<file path="config.mk">
export PLATFORM = sky130hd
export DESIGN_NAME = intc_flat
export DESIGN_NICKNAME = d
export VERILOG_FILES = /design/src/rtl/intc_pkg.sv /design/src/rtl/intc_if.sv /design/src/rtl/intc_prio_enc.sv /design/src/rtl/intc.sv /design/src/flat_wrapper.sv
export SDC_FILE = /design/constraint.sdc
export NUM_CORES = 1
export LEC_CHECK = 0
export ABC_CLOCK_PERIOD_IN_PS = 1350
export CORE_UTILIZATION = 42
export DETAILED_ROUTE_END_ITERATION = 12
export GPL_TIMING_DRIVEN = 0
export PLACE_DENSITY = 0.71
export SLEW_MARGIN = 20
export SYNTH_ARGS = -nofsm -noshare
export SYNTH_HDL_FRONTEND = slang
export SYNTH_SLANG_ARGS = --single-unit
</file>
<file path="constraint.sdc">
create_clock -name clk -period 1.35 [get_ports clk]
set_clock_uncertainty 0.15 [all_clocks]
set_input_delay 0.27 -clock clk [delete_from_list [all_inputs] [get_ports clk]]
set_output_delay 0.27 -clock clk [all_outputs]
set_load 0.005 [all_outputs]
</file>
<file path="src/rtl/intc_pkg.sv">
// Shared types and constants for the interrupt controller.
package intc_pkg;

  localparam int unsigned VecW    = 3;
  localparam int unsigned VectorW = 16;

  localparam logic [1:0] RegPend  = 2'd0;
  localparam logic [1:0] RegMask  = 2'd1;
  localparam logic [1:0] RegInsvc = 2'd2;
  localparam logic [1:0] RegEoi   = 2'd3;

  typedef enum logic [1:0] {
    StIdle,
    StReq,
    StService
  } state_e;

endpackage

</file>
<file path="src/rtl/intc_if.sv">
// CPU-side bus and interrupt handshake of the interrupt controller.
interface intc_if;
  import intc_pkg::*;

  logic [11:0]        address;
  logic [15:0]        wdata;
  logic               memwt;
  logic [15:0]        rdata;
  logic               sel;
  logic               intr;
  logic               intack;
  logic [VectorW-1:0] vector;

  modport master (
    output address, wdata, memwt, intack,
    input  rdata, sel, intr, vector
  );

  modport slave (
    input  address, wdata, memwt, intack,
    output rdata, sel, intr, vector
  );
endinterface

</file>
<file path="src/rtl/intc_prio_enc.sv">
// Priority encoder: first set request at or after the start index, wrapping around.
module intc_prio_enc
  import intc_pkg::*;
#(
  parameter int unsigned N = 8
) (
  input  logic [N-1:0]    req,
  input  logic [VecW-1:0] start,
  output logic            valid,
  output logic [VecW-1:0] idx
);

  always_comb begin
    int j;
    valid = 1'b0;
    idx   = '0;
    j     = 0;
    for (int i = 0; i < int'(N); i++) begin
      j = int'(start) + i;
      if (j >= int'(N)) j = j - int'(N);
      if (!valid && req[j]) begin
        valid = 1'b1;
        idx   = VecW'(j);
      end
    end
  end

endmodule

</file>
<file path="src/rtl/intc.sv">
// Edge-triggered interrupt controller with memory-mapped PEND/MASK/INSVC/EOI registers.
// Define INTC_ROTATE_EN for rotating priority; otherwise the lowest index always wins.
module intc
  import intc_pkg::*;
#(
  parameter int unsigned NSRC = 8,
  parameter logic [11:0] BASE = 12'hFF0
) (
  input logic            clk,
  input logic            rst_n,
  input logic [NSRC-1:0] irq,
  intc_if.slave          bus
);

  logic [NSRC-1:0] sync1_q, sync2_q, prev_q, rise;
  logic [1:0]      warm_q;
  logic [NSRC-1:0] pend_q, pend_d, mask_q, mask_d, insvc_q;
  state_e          state_q;
  logic [VecW-1:0] vec_q;
  logic            intr_q;
  logic [11:0]     offset;
  logic            wr_pend, wr_mask, wr_eoi, ack;
  logic            win_valid;
  logic [VecW-1:0] win_idx, start;
  logic            unused_wdata;

  assign offset       = bus.address - BASE;
  assign bus.sel      = (offset < 12'd4);
  assign wr_pend      = bus.memwt && bus.sel && (offset[1:0] == RegPend);
  assign wr_mask      = bus.memwt && bus.sel && (offset[1:0] == RegMask);
  assign wr_eoi       = bus.memwt && bus.sel && (offset[1:0] == RegEoi);
  assign ack          = bus.intack && (state_q == StReq);
  assign unused_wdata = ^bus.wdata;

  // Edge detection stays off until the chain holds real samples, so an irq
  // already high when reset is released is not seen as a new edge.
  always_ff @(posedge clk or negedge rst_n) begin
    if (!rst_n) begin
      sync1_q <= '0;
      sync2_q <= '0;
      prev_q  <= '0;
      warm_q  <= '0;
    end else begin
      sync1_q <= irq;
      sync2_q <= sync1_q;
      prev_q  <= sync2_q;
      if (warm_q != 2'd3) warm_q <= warm_q + 2'd1;
    end
  end

  assign rise = sync2_q & ~prev_q & {NSRC{warm_q == 2'd3}};

  // New edges are OR-ed last so they beat a same-cycle clear.
  always_comb begin
    pend_d = pend_q;
    if (wr_pend) pend_d = pend_d & ~bus.wdata[NSRC-1:0];
    if (ack) pend_d[vec_q] = 1'b0;
    pend_d = pend_d | rise;
    mask_d = wr_mask ? bus.wdata[NSRC-1:0] : mask_q;
  end

  always_ff @(posedge clk or negedge rst_n) begin
    if (!rst_n) begin
      pend_q <= '0;
      mask_q <= '0;
    end else begin
      pend_q <= pend_d;
      mask_q <= mask_d;
    end
  end

`ifdef INTC_ROTATE_EN
  logic [VecW-1:0] ptr_q;

  always_ff @(posedge clk or negedge rst_n) begin
    if (!rst_n) begin
      ptr_q <= '0;
    end else if (ack) begin
      ptr_q <= (vec_q == VecW'(NSRC - 1)) ? '0 : vec_q + 1'b1;
    end
  end

  assign start = ptr_q;
`else
  assign start = '0;
`endif

  intc_prio_enc #(
    .N(NSRC)
  ) u_prio_enc (
    .req  (pend_q & mask_q),
    .start(start),
    .valid(win_valid),
    .idx  (win_idx)
  );

  always_ff @(posedge clk or negedge rst_n) begin
    if (!rst_n) begin
      state_q <= StIdle;
      vec_q   <= '0;
      intr_q  <= 1'b0;
      insvc_q <= '0;
    end else begin
      case (state_q)
        StIdle: begin
          if (win_valid) begin
            vec_q   <= win_idx;
            intr_q  <= 1'b1;
            state_q <= StReq;
          end
        end
        StReq: begin
          if (bus.intack) begin
            insvc_q[vec_q] <= 1'b1;
            intr_q         <= 1'b0;
            state_q        <= StService;
          end
        end
        StService: begin
          if (wr_eoi) begin
            insvc_q <= '0;
            state_q <= StIdle;
          end
        end
        default: begin
          intr_q  <= 1'b0;
          state_q <= StIdle;
        end
      endcase
    end
  end

  assign bus.intr   = intr_q;
  assign bus.vector = (state_q == StReq) ? {{(VectorW - VecW){1'b0}}, vec_q} : '0;

  always_comb begin
    bus.rdata = '0;
    if (bus.sel) begin
      case (offset[1:0])
        RegPend:  bus.rdata[NSRC-1:0] = pend_q;
        RegMask:  bus.rdata[NSRC-1:0] = mask_q;
        RegInsvc: bus.rdata[NSRC-1:0] = insvc_q;
        default:  bus.rdata = '0;
      endcase
    end
  end

endmodule

</file>
<file path="src/flat_wrapper.sv">
// flat-port wrapper written by rule: the top's interface ports become plain ports
module intc_flat import intc_pkg::*;
#(
  parameter int unsigned NSRC = 8,
  parameter logic [11:0] BASE = 12'hFF0
)
  (clk, rst_n, irq, bus_address, bus_wdata, bus_memwt, bus_intack, bus_rdata, bus_sel, bus_intr, bus_vector);
  intc_if bus_i ();
  input logic clk;
  input logic rst_n;
  input logic [NSRC-1:0] irq;
  input wire logic [$bits(bus_i.address)-1:0] bus_address;
  input wire logic [$bits(bus_i.wdata)-1:0] bus_wdata;
  input wire logic [$bits(bus_i.memwt)-1:0] bus_memwt;
  input wire logic [$bits(bus_i.intack)-1:0] bus_intack;
  output wire logic [$bits(bus_i.rdata)-1:0] bus_rdata;
  output wire logic [$bits(bus_i.sel)-1:0] bus_sel;
  output wire logic [$bits(bus_i.intr)-1:0] bus_intr;
  output wire logic [$bits(bus_i.vector)-1:0] bus_vector;
  assign bus_i.address = bus_address;
  assign bus_i.wdata = bus_wdata;
  assign bus_i.memwt = bus_memwt;
  assign bus_i.intack = bus_intack;
  assign bus_rdata = bus_i.rdata;
  assign bus_sel = bus_i.sel;
  assign bus_intr = bus_i.intr;
  assign bus_vector = bus_i.vector;
  intc #(.NSRC(NSRC), .BASE(BASE)) u_core (.clk(clk), .rst_n(rst_n), .irq(irq), .bus(bus_i));
endmodule
</file>
# After elaboration in Yosys (flattened, before gate mapping)
# Index checks and enable logic that the tools add are counted.
[totals]
regBits = 56
inputBits = 40
output_inout_bits = 34
word_cells = 95
[op_classes]
addsub = 2
magnitude_cmp = 3
eq_ne = 10
mux = 32
bitwise = 11
n_reduce_logical = 27
[op_table]
columns = ["op", "count"]
rows = [
  ["8-bit bitwise AND", 5],
  ["8-bit two-way mux", 5],
  ["8-bit inverter", 3],
  ["8-bit one-hot mux with 3 select lines", 1],
  ["3-bit two-way mux", 7],
  ["8-bit bitwise OR", 2],
  ["8-bit one-hot mux with 2 select lines", 1],
  ["1-bit logical AND", 13],
  ["12-bit by 3-bit < comparator with 1-bit output (second input constant)", 1],
  ["1-bit two-way mux", 12],
  ["12-bit subtractor (second input constant)", 1],
  ["3-bit AND reduction", 3],
  ["2-bit equality test (second input constant)", 4],
  ["1-bit logical NOT", 7],
  ["2-bit two-way mux", 3],
  ["2-bit != test (second input constant)", 3],
  ["2-bit one-hot mux with 3 select lines", 1],
  ["2-bit by 1-bit equality test with 1-bit output (second input constant)", 2],
  ["2-bit logical NOT", 2],
  ["3-bit by 4-bit < comparator with 1-bit output (second input constant)", 1],
  ["1-bit demux with 3-bit select", 1],
  ["3-bit by 1-bit greater-or-equal comparator with 1-bit output (second input constant)", 1],
  ["1-bit one-hot mux with 3 select lines", 1],
  ["2-bit by 1-bit adder with 2-bit output (second input constant)", 1],
  ["4 further kinds", 4],
]

# Longest topological paths before layout
[depth]
depth_word = 25
ltp_mapped = 5

# Cells and area by module
# From an unflattened synthesis, not the netlist that was laid out.
[hier_totals]
hier_cells = 322
area_unflattened_um2 = 3420.8
[by_module_without_submodules]
columns = ["mod", "instances", "cells_per_inst", "area_each_um2"]
rows = [
  ["intc", 1, 222, 2607.5],
  ["intc_prio_enc", 1, 100, 813.3],
]

# Least setup slack after synthesis
# Ideal clock, no wire load.
[synth_path]
path_type = "input to register"
start = "input bus_address[7]"
end = "register u_core.mask_q[0]"
setup_time_ns = 0.125
t_arrival_ns = 1.426
required_time_ns = 1.075
setup_slack_ns = -0.351
cell_stages = 5
path_buffers = 1
path_cell_list = "nand4_1 -> nor3_4 -> and3_1 -> buf_6 -> mux2_2"
[synth_between]
elab_chain_len = 4
[synth_lines]
columns = ["element", "line_no", "rtl"]
rows = [
  ["start, declared", "flat_wrapper.sv:12", "input wire logic [$bits(bus_i.address)-1:0] bus_address;"],
  ["12-bit subtractor", "intc.sv:27", "assign offset = bus.address - BASE;"],
  ["12-bit by 3-bit < comparator with 1-bit output", "intc.sv:28", "assign bus.sel = (offset < 12'd4);"],
  ["via bus_sel", "flat_wrapper.sv:17", "output wire logic [$bits(bus_i.sel)-1:0] bus_sel;"],
  ["1-bit logical AND (2 in a row)", "intc.sv:30", "assign wr_mask = bus.memwt && bus.sel && (offset[1:0] == RegMask);"],
  ["end signal, assigned", "intc.sv:68", "mask_q <= mask_d;"],
  ["end, declared", "intc.sv:17", "logic [NSRC-1:0] pend_q, pend_d, mask_q, mask_d, insvc_q;"],
]
# The timed path passes the listed nets, and every way through them passes these cells.
# A chain may end at the register's enable or synchronous reset.

# Worst setup path in the final report
[layout_path]
start = "input bus_address[11]"
end = "output bus_rdata[7]"
[layout_between]
elab_chain_len = 3
[layout_lines]
columns = ["element", "line_no", "rtl"]
rows = [
  ["12-bit subtractor", "intc.sv:27", ""],
  ["12-bit by 3-bit < comparator with 1-bit output", "intc.sv:28", ""],
  ["8-bit two-way mux", "intc.sv:138", "if (bus.sel) begin"],
  ["end, declared", "flat_wrapper.sv:16", "output wire logic [$bits(bus_i.rdata)-1:0] bus_rdata;"],
]
# Every way passes these cells.

==> flow_summary_export.csv <==
group,metric,value,unit
clocking,root_buffer,"clkbuf_8",
sta,whs,76.47,ps
worst_setup_path,cp_slowest_stage_delay,290,ps
grt,track_usage,20.86,%
worst_setup_path,cp_cell_sequence,"clkbuf_2 > nand4_1 > nor3_4 > nand2_4 > buf_6 > nor2_4 > buf_2",
sta,clock.fmax,572.3,MHz
layout,fin_util,67.66,%
run_status,violations,"setup timing",
synthesis,ys_warn_count,0,
job,maxCapViolations,0,
synthesis,synth.distinct_cells,39,
run_status,status,"finished with violations",
floorplanning,start_util,44.64,%
clocking,clock_latency,310,ps
worst_setup_path,worstPathRequired,930,ps
detailed_routing,vias_per_cell,5.042,
sta,worst_slack,-397.3,ps
layout,antenna_cells,0,
grt,grt-ovfl-total,0,
min_path,hp-class,"in -> reg",
clocking,cts_tree,"done",
detailed_routing,num_vias,2032,
clocking,cts_max_level,2,
floorplanning,die_height,79.44,µm
pwr,p_per_area,860.9,mW/mm²
pwr,pwr-share-clk,38.0,%
sta,tns,-10290,ps
pwr,vdd_drop_max,652.8,µV
pwr,power_frac_seq,52.7,%
synthesis,synth-edff-count,0,
synthesis,syn_avg_cell_area,11.14,µm²
detailed_routing,wl_per_cell,15.60,µm
placement,io_buffers,44,
synthesis,synth_cells,226,
sta,worst_pin_slew,676.8,ps
floorplanning,ios,74,
sta,grt_setup_unrepaired,"yes",
worst_setup_path,cp_num_buf_inv,3,
worst_setup_path,arrival,1330,ps
placement,gp_congestion,0.8337,
sta,slew_headroom,54.88,%
sta,maxSlewViolCount,0,
floorplanning,fp.dieW,79.44,µm
layout,drive_above_1_share,48.04,%
worst_setup_path,path_class,"in -> out",
detailed_routing,drt_iter0_markers,162,
clocking,cts.reportedPaths.clkPinSlew,100,ps
pwr,pwr-share-comb,9.3,%
layout,nets,372,
synthesis,synth_flop_cell,"dfrtp_1",
sta,finalSetupViolCount,42,
detailed_routing,dr.pass1.iters,4,
placement,placed_area,0.003146,mm²
worst_setup_path,critPathMaxFanout,6,
sta,hold_viol,0,
synthesis,netlist_area,0.002519,mm²
pwr,p_leak,1.776,nW
pwr,switching_power,678.0,µW
detailed_routing,drc_errors,0,
clocking,clk_path_buf_depth,2,
grt,grt_pass1_vias,2114,
floorplanning,std_cell_rows,27,
pwr,internal_power,2.608,mW
worst_setup_path,path_delay_family,"simple AND/OR/NAND/NOR gates",
worst_setup_path,crit_path_start_kind,"input pin",
grt,grt_antenna_before_repair,0,
layout,final_area,0.003817,mm²
placement,dp_hpwl,3.811,mm
synthesis,synth-seq-area-share,55.64,%
sta,fin_crit_sh,129.4,%
synthesis,ys_seq_elements,56,
grt,grt_max_degree,57,
detailed_routing,ant_nets,0,
sta,min_period,1747,ps
clocking,cts.sinks,56,
clocking,cts_buffers,5,
detailed_routing,drt_wl_total,6.288,mm
worst_setup_path,end_kind,"output pin",
worst_setup_path,slowest_stage,"nor3_4",
grt,grt_pass1_wl,9.949,mm
floorplanning,dieArea,0.006311,mm²
floorplanning,core,0.005642,mm²
layout,area_delta_synth_final,51.56,%
pwr,swShare,20.63,%
synthesis,ys_async_sr_fraction,100.0,%
## metal layers
metal / GRT usage, % / wire [µm] / vias to the layer above
li1: - / - / 952
met1: 26.05 / 2546 / 985
met2: 35.64 / 3152 / 78
met3: 4.343 / 401 / 17
met4: 7.273 / 188 / 0
met5: 0 / 0 / -
## synthesized netlist by cell type (3+ instances only)
master    number  area (µm²)
mux2i_1        8       80.08
a32o_1         5       50.05
a22oi_1        7       52.55
mux2_2         9       101.4
o21a_1         6       45.04
nand2_1       10       37.54
o21ai_0        7       35.03
clkbuf_1       3       11.26
nor2_1        29       108.9
and2_1         3       18.77
a21o_1         3       22.52
dfrtp_1       56        1401
nand2b_1       3       18.77
and2_2         3       22.52
a21oi_1       13       65.06
inv_1          7       26.28
nor2b_1        4       25.02
buf_4         21       157.7
nand3b_1       3       22.52
## metrics by stage
step                      cells  setup slack, ps  total power, mW
after floorplan             246           -350.7            1.879
after global placement      362            -1819            2.022
after detailed placement    362            -1483            2.028
after CTS                   394           -406.3            3.297
after global routing        403           -475.8            3.400
final                       403           -397.3            3.286
## final timing paths
kind	start	to	slack [ps]	cells past startpoint
worst min register to register	u_core.sync1_q[2]$_DFF_PN0_	u_core.sync2_q[2]$_DFF_PN0_	200	0
worst min-delay path	bus_memwt	u_core.insvc_q[1]$_DFFE_PN0P_	80	2
worst max-delay path	bus_address[11]	bus_rdata[7]	-400	7
worst max register to register	u_core.pend_q[3]$_DFF_PN0_	u_core.vec_q[0]$_DFFE_PN0P_	-320	6
min in group asynchronous	rst_n	u_core.mask_q[4]$_DFFE_PN0P_	380	2
max in group asynchronous	rst_n	u_core.state_q[1]$_DFFE_PN0P_	180	2
## cell usage in the layout (no fill, tap or decap), drive strengths merged, types with 3 or more instances in the layout
master         Yosys  layout
buf               23      78
dfrtp             56      56
nor2              29      29
conb               1      21
clkdlybuf4s50      0      17
a21oi             13      13
clkbuf             3      13
nand2             10      10
mux2               9       9
mux2i              8       8
inv                7       7
a22oi              7       7
o21ai              7       7
o21a               6       6
and2               6       6
a32o               5       5
nor2b              4       4
or2                3       3
nand3b             3       3
nand2b             3       3
a21o               3       3
## state kept, by name (all words and copies together) (netlist names), 3 cells and up
register / cells
u_core.prev_q: 8
u_core.sync2_q: 8
u_core.pend_q: 8
u_core.mask_q: 8
u_core.vec_q: 3
u_core.sync1_q: 8
u_core.insvc_q: 8
## cells by family after synthesis
family | Yosys count | share of synthesized area [%]
AND/OR/NAND/NOR | 67 | 14.16
flip-flops | 56 | 55.64
AO/OA/AOI/OAI | 50 | 13.61
buffers and inverters | 33 | 8.395
multiplexers | 17 | 7.203
adder cells (fa/ha/maj) | 1 | 0.4967
other | 1 | 0.1489
XOR/XNOR | 1 | 0.3478
## area by class of cell
| class | count | area (µm²) |
|---|---|---|
| buffer | 25 | 207.7 |
| clock buffer | 5 | 68.82 |
| clock inverter | 2 | 60.06 |
| fill | 442 | 1824 |
| inverter | 7 | 26.28 |
| multi-input combinational | 157 | 1270 |
| sequential | 56 | 1405 |
| tap | 72 | 90.09 |
| timing repair buffer | 79 | 689.4 |
## power by group through the flow
stage	registers (mW)	logic, mW	clock network, mW
floorplan	1.76	0.120	0
global placement	1.76	0.260	0
detailed placement	1.76	0.264	0
CTS	1.73	0.293	1.27
global route	1.74	0.337	1.33
finish	1.73	0.307	1.25
## repair_timing
action	in CTS	in global routing
endpoints found under the setup margin	44	44
pin swaps	35	21
cloned	2	0
hold buffers	1	0
hold endpoints to repair	56	0
buffers inserted	25	12
gates resized for setup	176	31
(Power assumes the default switching activity.)
